File: config.mk
export PLATFORM = sky130hd
export DESIGN_NAME = muldiv_sequencer
export DESIGN_NICKNAME = d
export VERILOG_FILES = /design/src/rtl/muldiv_sequencer.sv
export SDC_FILE = /design/constraint.sdc
export NUM_CORES = 1
export LEC_CHECK = 0
export ABC_AREA = 1
export CAP_MARGIN = 20
export CELL_PAD_IN_SITES_DETAIL_PLACEMENT = 1
export CELL_PAD_IN_SITES_GLOBAL_PLACEMENT = 2
export CORE_ASPECT_RATIO = 1.1
export CORE_MARGIN = 2
export CORE_UTILIZATION = 35
export CTS_CLUSTER_DIAMETER = 40
export CTS_CLUSTER_SIZE = 12
export DETAILED_ROUTE_END_ITERATION = 10
export GPL_ROUTABILITY_DRIVEN = 1
export PLACE_DENSITY = 0.95
export SKIP_CTS_REPAIR_TIMING = 1
export SYNTH_ARGS = -nofsm -noshare
export SYNTH_HDL_FRONTEND = slang
export SYNTH_SLANG_ARGS = --single-unit
File: constraint.sdc
create_clock -name clk -period 5 [get_ports clk]
set_input_delay 0.75 -clock clk [delete_from_list [all_inputs] [get_ports clk]]
set_output_delay 0.75 -clock clk [all_outputs]
set_load 0.01 [all_outputs]
File: src/rtl/muldiv_sequencer.sv
`default_nettype none
// ============================================================================
// Module      : muldiv_sequencer
// Description : Iterative RV32M multiply/divide controller. Runs shift-add
//               multiply or restoring divide over XLEN cycles, stalls the
//               execute stage while busy and holds the result until accepted.
// Revision    : 1.0 - initial release
// ============================================================================
module muldiv_sequencer #(
  parameter int XLEN  = 32,
  parameter int CNT_W = 6
) (
  input  logic            clk,
  input  logic            rst_n,
  input  logic            valid_in,
  output logic            ready_in,
  input  logic [2:0]      func3,
  input  logic [XLEN-1:0] rs1,
  input  logic [XLEN-1:0] rs2,
  input  logic            flush,
  output logic            busy,
  output logic            valid_out,
  input  logic            result_ready,
  output logic [XLEN-1:0] result
);

  // FSM encoding
  localparam logic [1:0] c_IDLE  = 2'd0;
  localparam logic [1:0] c_CALC  = 2'd1;
  localparam logic [1:0] c_FIXUP = 2'd2;
  localparam logic [1:0] c_DONE  = 2'd3;

  // func3 encodings
  localparam logic [2:0] c_F_MUL    = 3'b000;
  localparam logic [2:0] c_F_MULH   = 3'b001;
  localparam logic [2:0] c_F_MULHSU = 3'b010;
  localparam logic [2:0] c_F_MULHU  = 3'b011;
  localparam logic [2:0] c_F_DIV    = 3'b100;
  localparam logic [2:0] c_F_DIVU   = 3'b101;
  localparam logic [2:0] c_F_REM    = 3'b110;
  localparam logic [2:0] c_F_REMU   = 3'b111;

  localparam logic [CNT_W-1:0] c_CNT_LOAD = CNT_W'(XLEN);
  localparam logic [CNT_W-1:0] c_CNT_LAST = CNT_W'(1);
  localparam logic [XLEN-1:0]  c_MIN_NEG  = {1'b1, {(XLEN-1){1'b0}}};

  // State and datapath registers. r_acc is the 2*XLEN product register for
  // multiply ({high, multiplier}) and the {remainder, quotient} pair for divide.
  logic [1:0]        r_state;
  logic [2:0]        r_func3;
  logic              r_neg_a;
  logic              r_neg_b;
  logic [2*XLEN-1:0] r_acc;
  logic [XLEN-1:0]   r_opb;
  logic [CNT_W-1:0]  r_cnt;
  logic [XLEN-1:0]   r_result;

  logic              w_accept;
  logic              w_rs1_signed;
  logic              w_rs2_signed;
  logic              w_sa;
  logic              w_sb;
  logic [XLEN-1:0]   w_abs1;
  logic [XLEN-1:0]   w_abs2;
  logic              w_div0;
  logic              w_ovf;
  logic              w_fast;
  logic [XLEN-1:0]   w_fast_result;
  logic [XLEN-1:0]   w_hi;
  logic [XLEN-1:0]   w_lo;
  logic [XLEN:0]     w_mul_sum;
  logic [2*XLEN-1:0] w_mul_next;
  logic [XLEN:0]     w_div_shift;
  logic [XLEN-1:0]   w_div_diff;
  logic              w_div_ok;
  logic [2*XLEN-1:0] w_div_next;
  logic [2*XLEN-1:0] w_prod;
  logic [XLEN-1:0]   w_quo;
  logic [XLEN-1:0]   w_rem;
  logic [XLEN-1:0]   w_fix_result;

  assign ready_in  = (r_state == c_IDLE);
  assign busy      = (r_state == c_CALC) || (r_state == c_FIXUP);
  assign valid_out = (r_state == c_DONE);
  assign result    = r_result;

  // flush in IDLE suppresses the transfer even though ready_in is high
  assign w_accept = valid_in && ready_in && !flush;

  // Operand signedness: rs1 is signed for MULH/MULHSU/DIV/REM, rs2 for MULH/DIV/REM
  assign w_rs1_signed = (func3 == c_F_MULH) || (func3 == c_F_MULHSU) ||
                        (func3 == c_F_DIV)  || (func3 == c_F_REM);
  assign w_rs2_signed = (func3 == c_F_MULH) || (func3 == c_F_DIV) ||
                        (func3 == c_F_REM);
  assign w_sa   = rs1[XLEN-1] && w_rs1_signed;
  assign w_sb   = rs2[XLEN-1] && w_rs2_signed;
  assign w_abs1 = w_sa ? (~rs1 + 1'b1) : rs1;
  assign w_abs2 = w_sb ? (~rs2 + 1'b1) : rs2;

  // Divide-by-zero and signed overflow bypass the iterative datapath
  assign w_div0 = (rs2 == '0);
  assign w_ovf  = (rs1 == c_MIN_NEG) && (rs2 == '1);
  assign w_fast = func3[2] && (w_div0 || (w_ovf && !func3[0]));

  // Fast-path result: quotient all ones / remainder = dividend on /0;
  // overflow gives quotient MIN_NEG and remainder 0
  always_comb begin
    w_fast_result = '0;
    if (w_div0) begin
      w_fast_result = func3[1] ? rs1 : '1;
    end else begin
      w_fast_result = func3[1] ? '0 : c_MIN_NEG;
    end
  end

  assign w_hi = r_acc[2*XLEN-1:XLEN];
  assign w_lo = r_acc[XLEN-1:0];

  // Shift-add step: carry out of the high-half add is kept and shifted in
  assign w_mul_sum  = {1'b0, w_hi} + (w_lo[0] ? {1'b0, r_opb} : {(XLEN+1){1'b0}});
  assign w_mul_next = {w_mul_sum, w_lo[XLEN-1:1]};

  // Restoring step: the shifted remainder can need XLEN+1 bits, but a
  // successful difference always fits in XLEN because remainder < divisor
  assign w_div_shift = {w_hi, w_lo[XLEN-1]};
  assign w_div_ok    = (w_div_shift >= {1'b0, r_opb});
  assign w_div_diff  = w_div_shift[XLEN-1:0] - r_opb;
  assign w_div_next  = {(w_div_ok ? w_div_diff : w_div_shift[XLEN-1:0]),
                        w_lo[XLEN-2:0], w_div_ok};

  // Sign correction on the magnitude results
  assign w_prod = (r_neg_a ^ r_neg_b) ? (~r_acc + 1'b1) : r_acc;
  assign w_quo  = (r_neg_a ^ r_neg_b) ? (~w_lo + 1'b1) : w_lo;
  assign w_rem  = r_neg_a ? (~w_hi + 1'b1) : w_hi;

  // Output selection by latched operation
  always_comb begin
    w_fix_result = '0;
    case (r_func3)
      c_F_MUL:                         w_fix_result = w_prod[XLEN-1:0];
      c_F_MULH, c_F_MULHSU, c_F_MULHU: w_fix_result = w_prod[2*XLEN-1:XLEN];
      c_F_DIV, c_F_DIVU:               w_fix_result = w_quo;
      c_F_REM, c_F_REMU:               w_fix_result = w_rem;
      default:                         w_fix_result = '0;
    endcase
  end

  // Sequencer FSM and datapath; flush has priority over every transition
  always_ff @(posedge clk or negedge rst_n) begin
    if (!rst_n) begin
      r_state  <= c_IDLE;
      r_func3  <= '0;
      r_neg_a  <= 1'b0;
      r_neg_b  <= 1'b0;
      r_acc    <= '0;
      r_opb    <= '0;
      r_cnt    <= '0;
      r_result <= '0;
    end else if (flush) begin
      r_state  <= c_IDLE;
      r_result <= '0;
    end else begin
      case (r_state)
        c_IDLE: begin
          if (w_accept) begin
            r_func3 <= func3;
            r_neg_a <= w_sa;
            r_neg_b <= w_sb;
            r_cnt   <= c_CNT_LOAD;
            if (func3[2]) begin
              // divide: dividend enters the quotient half, divisor in r_opb
              r_acc <= {{XLEN{1'b0}}, w_abs1};
              r_opb <= w_abs2;
            end else begin
              // multiply: multiplier in the low half, multiplicand in r_opb
              r_acc <= {{XLEN{1'b0}}, w_abs2};
              r_opb <= w_abs1;
            end
            if (w_fast) begin
              r_result <= w_fast_result;
              r_state  <= c_DONE;
            end else begin
              r_state  <= c_CALC;
            end
          end
        end
        c_CALC: begin
          r_acc <= r_func3[2] ? w_div_next : w_mul_next;
          r_cnt <= r_cnt - 1'b1;
          if (r_cnt == c_CNT_LAST) begin
            r_state <= c_FIXUP;
          end
        end
        c_FIXUP: begin
          r_result <= w_fix_result;
          r_state  <= c_DONE;
        end
        c_DONE: begin
          if (result_ready) begin
            r_state <= c_IDLE;
          end
        end
        default: r_state <= c_IDLE;
      endcase
    end
  end

endmodule
`default_nettype wire
Word-level counts from Yosys, hierarchy flattened
Index checks and enable logic that the tools add are counted.
Widths: inputs -> output; s select.

storage, ports and cells
  output and inout port bits = 35
  flip-flop bits (word level) = 141

operators by class
  reduce and logical (&&, ||, !) cells = 28
  add/sub/neg operators = 8
  equality and inequality tests = 22
  magnitude comparators = 1
  muxes and demuxes = 28
  bitwise gates (word level) = 7

operators with widths
  cell                   number
  $mux 32                14
  $mux 64                3
  $add 32x1->32 const B  4
  $not 32->32            4
  $pmux 32 s4            1
  $pmux 64 s2            1
  $add 64x1->64 const B  1
  $eq 32x32->1 const B   2
  $not 64->64            1
  $pmux 32 s2            1
  $add 32x32->33         1
  $ge 33x32->1           1
  $logic_not 32->1       1
  $sub 32x32->32         1
  $eq 3x3->1 const B     6
  $pmux 6 s2             1
  $reduce_and 3->1       4
  $mux 2                 5
  $eq 3x2->1 const B     3
  $pmux 2 s4             1
  $logic_and 1x1->1      7
  $logic_or 1x1->1       7
  $eq 3x1->1 const B     2
  $eq 6x1->1 const B     1
  16 further kinds       21

Depth between registers and ports, before layout
Gate-level depths: netlist of run 1.

  depth in word-level cells = 9
  gate-level depth with buffers = 20
  gate-level depth less buffers = 18

Least setup slack after synthesis of run 1
Ideal clock, no wire load.

  path kind = register -> register
  start = reg r_acc[0]
  end = reg r_acc[59]
  cell stages (with the launch flop) = 20
  library setup time = 116 ps
  data arrival time = 2403 ps
  required time = 4884 ps
  slack = 2480 ps
  cell sequence = dfrtp_1 > buf_2 > clkbuf_1 > nand2_1 > inv_1 > ha_1 > inv_1 > fa_1 > o21ai_0 > nand2_1 > nand2_1 > nand2_1 > nand2_1 > nand2_1 > nand3_1 > nand2_1 > nor2_1 > nor2_1 > nand2_1 > nand2_1

on the way
  word-level cells in the longest chain between the ends = 4

ends and longest elaborated chain
  element                 line  source
  start, declared         53    logic [2*XLEN-1:0] r_acc;
  start signal, assigned  172   r_acc <= {{XLEN{1'b0}}, w_abs1};
  start signal, assigned  176   r_acc <= {{XLEN{1'b0}}, w_abs2};
  start signal, assigned  188   r_acc <= r_func3[2] ? w_div_next : w_mul_next;
  $mux 32                 120   assign w_mul_sum = {1'b0, w_hi} + (w_lo[0] ? {1'b0, r_opb} : {(XLEN+1){1'b0}});
  $add 32x32->33          120
  $mux 64                 188
  $pmux 64 s2             163   case (r_state)

Every way passes these cells.
A chain may end at the register's enable or synchronous reset.

Worst setup path in the final report of run 1
  start = reg r_neg_a
  end = reg r_result[8], in the netlist result[8]

on the way
  word-level cells in the longest chain between the ends = 5

ends and longest elaborated chain
  element                             line      source
  start, declared                     51        logic r_neg_a;
  start signal, assigned              167       r_neg_a <= w_sa;
  $xor 1x1->1                         132, 133
  $mux 32 or $mux 64 (tied branches)  133, 132
  $pmux 32 s4 (*)                     139       case (r_func3)
  $pmux 32 s2 (*)                     163
  $mux 32 (*)                         159       end else if (flush) begin
  end signal, assigned                180       r_result <= w_fast_result;
  end signal, assigned                195       r_result <= w_fix_result;
  end, declared                       56        logic [XLEN-1:0] r_result;

Every way passes the cells marked *; elsewhere a longest branch is shown, timed or not.

==> results of run 1 <==
[layer usage]
| metal | GRT usage, % | vias to the layer above |
|---|---|---|
| li1 | - | 10500 |
| met3 | 5.29 | 254 |
| met5 | 0 | - |
| met2 | 60.8 | 893 |
| met4 | 19.7 | 2 |
| met1 | 44.5 | 11200 |
[state kept, by name (all words and copies together) (netlist names)]
register,flops
r_acc,64
r_opb,32
result,32
r_cnt,6
r_func3,3
r_state,2
r_neg_a,1
r_neg_b,1
[area by class of cell]
| type | instances | area, um2 | area share, % |
|---|---|---|---|
| well taps | 660 | 826 | 4.09 |
| inverters | 393 | 1480 | 7.31 |
| flip-flops and latches | 141 | 3530 | 17.5 |
| multi-input cells | 2578 | 12500 | 61.7 |
| repair buffers | 134 | 1290 | 6.40 |
| clock inverters | 15 | 184 | 0.910 |
| clock buffers | 17 | 425 | 2.11 |
[worst paths after layout]
path	endpoint	startpoint	cells past startpoint
setup / recovery	result[8]	r_neg_a	11
hold / removal	r_acc[53]	rst_n	1
setup reg to reg	result[8]	r_neg_a	11
hold reg to reg	result[25]	result[25]	2
max in group asynchronous	result[16]	rst_n	2
min in group clk	result[25]	result[25]	2
[critical path, stage by stage, from the launching register on]
cell      delay, ns
dfrtp_1        0.33
buf_4          0.38
clkinv_1       0.52
nand2_1        0.20
nand2_2        0.34
inv_1          0.79
nor2_1         0.14
xor2_1         0.20
a21oi_1        0.14
nand4_1        0.26
nand3_1        0.21
nand2_1        0.06
[per-stage QoR]
stage,area (um2),setup WS (ns)
3_5_place_dp,19600,0.895
5_1_grt,20200,1.13
3_3_place_gp,19600,1.01
2_1_floorplan,17900,2.48
6_report,20200,1.29
4_1_cts,20200,1.36
[power by group]
| group | switching (W) | internal [W] | leakage, nW |
|---|---|---|---|
| clock | 0.000627 | 0.000760 | 0.295 |
| combinational | 0.00665 | 0.00263 | 8.08 |
| sequential | 0.000972 | 0.00155 | 1.80 |
[kinds of logic after synthesis]
group                    Yosys count  share of synthesized area (%)
adder cells (fa/ha/maj)           78                           5.53
AO/OA/AOI/OAI                    545                           16.7
buffers and inverters            496                           10.8
XOR/XNOR                          74                           3.62
AND/OR/NAND/NOR                 1881                           43.7
flip-flops                       141                           19.7
[synth_stat cells, types with 25 or more instances]
cell,n
nand2_1,1013
o21ai_0,239
o21ai_1,25
dfrtp_1,141
inv_1,378
nand4_1,42
a21oi_1,181
nor2_1,425
xor2_1,57
buf_2,27
o211ai_1,30
ha_1,76
clkbuf_1,57
nand3_1,310
==> impl_summary.log, run 1 <==
INFO  metric setup_skew_after_layout = approximately 0.013 ns
INFO  metric static-leakage-power = approximately 10 nW
INFO  metric setup_total_negative_slack = 0 ns
INFO  metric power.density = about 650 nW/um2
INFO  metric routed.top_layer = met5
INFO  metric die_x = approximately 220 um
INFO  metric synthCells = roughly 3,200
INFO  metric grt_antenna_before_repair = 1
INFO  metric run_status = finished clean
INFO  metric cts_max_level = 4
INFO  metric layout_commonest_cell = nand2_1
INFO  metric drcViolationCount = 0
INFO  metric synth.area.top_cells = nand2_1, dfrtp_1, nor2_1
INFO  metric final_net_count = 3,415
INFO  metric clkSlewWorstSetupHoldPaths = about 0.070 ns
INFO  metric total_power = 0.0132 W
INFO  metric postSynth.asyncResetShare = 100%
INFO  metric synth-edff-count = 0
INFO  metric flow.area_growth_from_synthesis = 12.7%
INFO  metric post-route-min-period = 3.71 ns
INFO  metric wl_per_cell = between 20 and 25 um
INFO  metric detailed_place_hpwl = slightly below 80,000 um
INFO  metric tritoncts.num_buffers = 17
INFO  metric placement_rows = 86
INFO  metric clock_insertion_delay_worst_skew = between 0.4 and 0.5 ns
INFO  metric start_util = 35.6%
INFO  metric hold_slack = approximately 0.25 ns
INFO  metric fmax = about 270 MHz
INFO  metric timing.max_slew.rel_slack = roughly a third
INFO  metric holdCritPathClass = input port to async pin
INFO  metric grt_pass1_vias = approximately 23,000
INFO  metric synth_seq_area_share = ~20%
INFO  metric wirelength_met1 = roughly 40,000 um
INFO  metric setup.reg_to_reg.worst_slack = 1.29 ns
INFO  metric setup.worst_path.end_class = flip-flop
INFO  metric start_kind = flip-flop
INFO  metric placed_cells_incl_taps = approximately 3,900
INFO  metric finish.cell_count_without_fillers = slightly below 4,000
INFO  metric drv.max_cap_violation_count = 0
INFO  metric die_y = between 200 and 250 um
INFO  metric grt_start_max_net_pins = 65
INFO  metric io_pins = ~110
INFO  metric criticalPathCategory = flip-flop to flip-flop
INFO  metric drt_iter0_drc = around 1,700
INFO  metric critical_path_peak_fanout = 34
INFO  metric global_route_wire_length_before_repair = ~140,000 um
INFO  metric dr_wl_met3 = approximately 6000 um
INFO  metric syn_area_per_cell = about 5.6 um2
INFO  metric cts-root-buf = clkbuf_16
INFO  metric detailedRoute.firstPassIterationCount = 6
INFO  metric route.antenna.remaining_nets = 0
INFO  metric finalHoldViolations = 0
INFO  metric synth_top_flop_cell = dfrtp_1
INFO  metric met2RoutedLength = 44,900 um
INFO  metric report.final.setup_viol = 0
INFO  metric unrepaired_setup_endpoints_after_global_routing = false
INFO  metric synth.top_cell.area_share = a little over a fifth
INFO  metric postSynthNetCount = ~3,400
INFO  metric global_route.overflow_total = 0
INFO  metric finish.utilization = between 40 and 50%
INFO  metric layout.cells.most_common_list = nand2_1, nor2_1, inv_1, nand3_1, o21ai_0
INFO  metric finalWirelength = ~97,000 um
INFO  metric core = 50,400 um2
INFO  metric synth_top_area_cell = nand2_1
INFO  metric postSynthRegisterBits = about 140
INFO  metric ir_drop = ~0.50 mV
INFO  metric timing_worst_slew_pin_value = just under 1 ns
INFO  metric grt_usage = 36.2%
INFO  metric synthDistinctLibCells = 53
INFO  metric antenna_cells_inserted = 0
INFO  metric nFillCells = 7,029
INFO  metric clock_tree.buffer_depth = 2
INFO  metric area_of_the_mapped_netlist = roughly 18,000 um2
INFO  metric fin_crit_sh = 74.3%
INFO  metric post_route_cells_drive_above_1_share = around 3.5%
INFO  metric dieArea = 53,000 um2
INFO  metric worstPathRequired = approximately 5.4 ns
INFO  metric tritoncts = built
INFO  metric vias_per_cell = between 5 and 6
INFO  metric port_buffers = between 100 and 150
INFO  metric count_of_vias_placed_by_the_detailed_router = between 20,000 and 25,000
INFO  metric clock_sink_count = 141
INFO  metric place.gp.congestion = 1.02
INFO  metric yosys_warnings = 0
INFO  metric timing.final.max_slew_violations = 0
INFO  metric worst-endpoint-arrival = around 4 ns
Note: power is estimated with default switching activity, not from simulation.
==> run 2, diff against run 1 <==
CORE_UTILIZATION = 32   (was 35)
PLACE_DENSITY = 0.93   (was 0.95)
clock period = 3.8 ns   (was 5 ns; I/O delays follow)
==> impl_summary.log, run 2 (synthesis results as in run 1) <==
INFO  metric holdCritPathClass = input port to async pin
INFO  metric global_route_wire_length_before_repair = between 100,000 and 150,000 um
INFO  metric largest_reg_flops = 64
INFO  metric hold_slack = roughly 0.15 ns
INFO  metric tritoncts.num_buffers = 17
INFO  metric finalWirelength = ~90,000 um
INFO  metric dieArea = between 50,000 and 60,000 um2
INFO  metric final_net_count = approximately 3,400
INFO  metric unrepaired_setup_endpoints_after_global_routing = false
INFO  metric drt_iter0_drc = between 1,500 and 2,000
INFO  metric post_route_cells_drive_above_1_share = 4.47%
INFO  metric clock_sink_count = 141
INFO  metric ir_drop = between 0.4 and 0.5 mV
INFO  metric cell_chain_of_the_critical_path = ha_1 > nand2_2 > nor2_2 > nand2_1 > nor2_1 > nand4_1 > nand2_1 > nor2_4 > nand2_8 > nand2_4 > inv_2 > nand2_1 > nand3_1 > nand2_1
INFO  metric flow.area_growth_from_synthesis = 14.7%
INFO  metric cts_max_level = 4
INFO  metric die_x = roughly 230 um
INFO  metric report.final.setup_viol = 0
INFO  metric start_kind = flip-flop
INFO  metric detailedRoute.firstPassIterationCount = 5
INFO  metric count_of_vias_placed_by_the_detailed_router = approximately 22,000
INFO  metric setup.reg_to_reg.worst_slack = ~0.61 ns
INFO  metric setup_total_negative_slack = 0 ns
INFO  metric pre_cts_ws = 0.388 ns
INFO  metric critical_path_peak_fanout = 19
INFO  metric setup.worst_path.end_class = flip-flop
INFO  metric placement_rows = 90
INFO  metric finalHoldViolations = 0
INFO  metric io_pins = around 110
INFO  metric grt_antenna_before_repair = 2
INFO  metric layout_commonest_cell = nand2_1
INFO  metric core = about 55,000 um2
INFO  metric total_power = 0.0172 W
INFO  metric static-leakage-power = 10.3 nW
INFO  metric cpLargestDelayFamily = simple AND/OR/NAND/NOR gates
INFO  metric layout.cells.most_common_list = nand2_1, nor2_1, inv_1, nand3_1, o21ai_0
INFO  metric cpMostUsedCell = nand2_1
INFO  metric port_buffers = 106
INFO  metric criticalPathCategory = flip-flop to flip-flop
INFO  metric setup_slack = 0.611 ns
INFO  metric timing_worst_slew_pin_value = 0.896 ns
INFO  metric wl_per_cell = 22.5 um
INFO  metric clock_insertion_delay_worst_skew = 0.46 ns
INFO  metric drcViolationCount = 0
INFO  metric timing.max_slew.rel_slack = between 40% and 50%
INFO  metric grt_pass1_vias = roughly 22,000
INFO  metric clock_tree.buffer_depth = 2
INFO  metric post-route-min-period = approximately 3.2 ns
INFO  metric detailed_place_hpwl = approximately 75,000 um
INFO  metric clkSlewWorstSetupHoldPaths = approximately 0.07 ns
INFO  metric place.gp.congestion = approximately 1.1
INFO  metric sequential_standard_cell_area = approximately 3500 um2
INFO  metric timing.critical_path.slowest_cell_delay = 0.58 ns
INFO  metric fin_crit_sh = between 80% and 90%
INFO  metric timing.final.max_slew_violations = 0
INFO  metric global_route.overflow_total = 0
INFO  metric worstPathRequired = 4.13 ns
INFO  metric power.density = between 800 and 900 nW/um2
INFO  metric cts-root-buf = clkbuf_16
INFO  metric grt_usage = just over 30%
INFO  metric timing.critical_path.buf_inv = 1
INFO  metric setup_skew_after_layout = between 0.015 and 0.02 ns
INFO  metric fmax = ~310 MHz
INFO  metric multi_input_comb_area = between 10,000 and 15,000 um2
INFO  metric cp_slowest_cell = dfrtp_1
INFO  metric route.antenna.remaining_nets = 0
INFO  metric largest_register = r_acc
INFO  metric run_status = finished clean
INFO  metric vias_per_cell = ~5.5
INFO  metric nFillCells = between 7,000 and 8,000
INFO  metric start_util = between 30 and 40%
INFO  metric worst-endpoint-arrival = between 3 and 4 ns
INFO  metric antenna_cells_inserted = 0
INFO  metric die_y = approximately 250 um
INFO  metric grt_start_max_net_pins = 83
INFO  metric drv.max_cap_violation_count = 0
INFO  metric finish.utilization = 37.4%
INFO  metric tritoncts = built
run 2: changes by cell type in the layout (fill, tap and decap cells not counted):
| cell | before | now |
|---|---|---|
| bufinv_16 | 2 | 3 |
| buf_16 | 1 | 0 |
| buf_12 | 0 | 2 |
| clkinv_4 | 0 | 2 |
| inv_6 | 6 | 5 |
| buf_4 | 27 | 59 |
| inv_8 | 5 | 3 |
run 2: layout make-up:
cell class	count	share of cell area, %
Sequential cell	141	17.2
Inverter	393	7.18
Multi-Input combinational cell	2578	60.6
Tap cell	736	4.48
Clock buffer	17	2.07
Timing Repair Buffer	167	7.51
Clock inverter	15	0.973
run 2: metrics by stage:
step | std cells | area, um2
2_1_floorplan | 3215 | 17900
3_3_place_gp | 4015 | 19900
3_5_place_dp | 4015 | 19900
4_1_cts | 4047 | 20600
5_1_grt | 4047 | 20600
6_report | 4047 | 20600
run 2: path summary, 6_finish.rpt:
kind / start / end / cells past startpoint
max: r_acc[48] / r_acc[50] / 14
min: rst_n / result[14] / 1
max reg2reg: r_acc[48] / r_acc[50] / 14
min reg2reg: result[15] / result[15] / 2
max in group asynchronous: rst_n / r_acc[63] / 2
min in group clk: result[15] / result[15] / 2
run 2: routing by layer:
layer  GRT usage (%)  routed length (um)  up-vias  share of wire [%]
li1                -                   -    10600                  -
met1            38.6               37500    10700                 41
met2            50.5               40900      843                 45
met3            3.29                5130      270                5.6
met4            22.1                7480        4                8.2
met5               0                  21        -              0.023
run 2: report_power, final:
part | leakage, nW | switching, W | internal (W)
registers | 1.80 | 0.00100 | 0.00205
clock network | 0.301 | 0.000806 | 0.00106
logic | 8.25 | 0.00874 | 0.00356
==> run 3, diff against run 2 <==
CORE_UTILIZATION = 29   (was 32)
PLACE_DENSITY = 0.9   (was 0.93)
clock period = 2.8 ns   (was 3.8 ns; I/O delays follow)
==> impl_summary.log, run 3 (synthesis results as in run 1) <==
INFO  metric setup_total_negative_slack = 0 ns
INFO  metric clock_tree.buffer_depth = 2
INFO  metric worstSetupEndpoint = r_acc[58]
INFO  metric grt_util_met1 = 38.6%
INFO  metric final_net_count = roughly 3,700
INFO  metric placement_rows = 95
INFO  metric core = about 60,000 um2
INFO  metric global_route_wire_length_before_repair = roughly 150,000 um
INFO  metric nFillCells = 8,381
INFO  metric finalHoldViolations = 0
INFO  metric largest_reg_flops = between 60 and 70
INFO  metric worstPathRequired = roughly 3.2 ns
INFO  metric static-leakage-power = around 12 nW
INFO  metric power.density = approximately 1200 nW/um2
INFO  metric grt_antenna_before_repair = 0
INFO  metric post_route_cells_drive_above_1_share = 12.1%
INFO  metric detailed_place_hpwl = 82,600 um
INFO  metric clock_insertion_delay_worst_skew = between 0.4 and 0.5 ns
INFO  metric critical_path.reg2reg.startpoint = r_opb[17]
INFO  metric die_y = roughly 260 um
INFO  metric start_util = between 20% and 30%
INFO  metric wl_per_cell = about 23 um
INFO  metric regToRegEndpoint = r_acc[58]
INFO  metric drcViolationCount = 0
INFO  metric grt_pass1_vias = around 24,000
INFO  metric startpoint = r_opb[17]
INFO  metric setup_slack = around 0.082 ns
INFO  metric hold_slack = slightly below 0.5 ns
INFO  metric ir_drop = around 0.68 mV
INFO  metric post-route-min-period = between 2 and 3 ns
INFO  metric cts_max_level = 4
INFO  metric grt_usage = between 30% and 40%
INFO  metric cts-root-buf = clkbuf_16
INFO  metric timing_worst_slew_pin_value = 0.799 ns
INFO  metric io_pins = roughly 110
INFO  metric timing.max_slew.rel_slack = a little under half
INFO  metric port_buffers = 106
INFO  metric clock_sink_count = roughly 140
INFO  metric grt_start_max_net_pins = 69
INFO  metric multi_input_comb_area = around 13,000 um2
INFO  metric drv.max_cap_violation_count = 0
INFO  metric start_kind = flip-flop
INFO  metric holdCritPathClass = input port to async pin
INFO  metric fmax = 368 MHz
INFO  metric r2r.worst_path.cells = 13
INFO  metric layout.cells.most_common_list = nand2_1, nor2_1, inv_1, nand3_1, buf_4
INFO  metric tritoncts = built
INFO  metric setup_skew_after_layout = approximately 0.017 ns
INFO  metric detailedRoute.firstPassIterationCount = 6
INFO  metric report.final.setup_viol = 0
INFO  metric fin_crit_sh = between 90% and 100%
INFO  metric die_x = 241 um
INFO  metric vias_per_cell = about 5.4
INFO  metric layout_commonest_cell = nand2_1
INFO  metric global_route.overflow_total = 0
INFO  metric route.antenna.remaining_nets = 0
INFO  metric criticalPathCategory = flip-flop to flip-flop
INFO  metric count_of_vias_placed_by_the_detailed_router = between 20,000 and 25,000
INFO  metric setup.worst_path.end_class = flip-flop
INFO  metric clkSlewWorstSetupHoldPaths = approximately 0.080 ns
INFO  metric pre_cts_ws = -0.110 ns
INFO  metric timing.final.max_slew_violations = 0
INFO  metric setup.reg_to_reg.worst_slack = between 0.08 and 0.09 ns
INFO  metric met2_usage = about half
INFO  metric flow.area_growth_from_synthesis = 27.0%
INFO  metric groute.layer.met3.usage = 3.62%
INFO  metric antenna_cells_inserted = 0
INFO  metric tritoncts.num_buffers = 17
INFO  metric place.gp.congestion = about 1.0
INFO  metric worst-endpoint-arrival = 3.12 ns
INFO  metric run_status = finished clean
INFO  metric unrepaired_setup_endpoints_after_global_routing = true
INFO  metric critical_path_peak_fanout = 4
INFO  metric dieArea = 63,800 um2
INFO  metric finalWirelength = between 90,000 and 100,000 um
INFO  metric largest_register = r_acc
INFO  metric sequential_standard_cell_area = between 3000 and 4000 um2
INFO  metric drt_iter0_drc = just over 2,000
INFO  metric busiest_layer = met2
run 3: changes by cell type in the layout (fill, tap and decap cells not counted), moves of 5 or more:
cell,previous run,this run
o21ai_1,25,33
o21ai_0,239,229
buf_12,2,9
inv_1,378,372
a21oi_2,2,15
buf_4,59,288
a21oi_1,180,167
inv_2,8,13
ha_1,76,70
run 3: cell type report:
cell class	count	area share [%]
Sequential cell	141	15.5
Clock inverter	15	0.945
Multi-Input combinational cell	2578	55.6
Tap cell	824	4.53
Inverter	393	6.51
Timing Repair Buffer	405	15.0
Clock buffer	17	1.87
run 3: how the worst min path moves through the flow:
stage,from,cells after the start,endpoint,slack (ns)
3_5_place_dp,rst_n,1,r_state[1],0.42
3_3_place_gp,rst_n,1,r_state[1],0.42
6_report,rst_n,2,r_state[1],0.49
2_1_floorplan,rst_n,0,r_acc[0],0.12
4_1_cts,rst_n,1,r_state[1],-0.06
5_1_grt,rst_n,2,result[12],0.52
run 3: metrics by stage:
step | cell area, um2 | power, W | util, % | cells
finish | 22800 | 0.0266 | 37.3 | 4373
global route | 22800 | 0.0282 | 37.3 | 4373
CTS | 22600 | 0.0257 | 36.9 | 4371
detailed placement | 21900 | 0.0229 | 35.9 | 4339
global placement | 21900 | 0.0227 | 35.9 | 4339
floorplan | 17900 | 0.0141 | - | 3215
run 3: power by group:
group          internal (W)  switching, W
Sequential          0.00279       0.00107
Combinational       0.00676        0.0134
Clock               0.00146       0.00115
Total                0.0110        0.0156
run 3: metal layers:
metal | vias to the layer above | share of wire, %
li1 | 11000 | -
met1 | 11400 | 40
met2 | 1014 | 46
met3 | 294 | 6.2
met4 | 0 | 7.8
met5 | - | 0
run 3: worst max-delay path: stages (launching register included):
cell and delay, ns:
dfrtp_1 0.41, inv_1 0.14, ha_1 0.37, buf_4 0.17, nand4_1 0.26, nor2_4 0.24
nand3_1 0.08, or2_2 0.32, nand3_1 0.13, nand3_2 0.17, buf_4 0.19, nand2_1 0.07
nand2_1 0.06, nand2_1 0.05
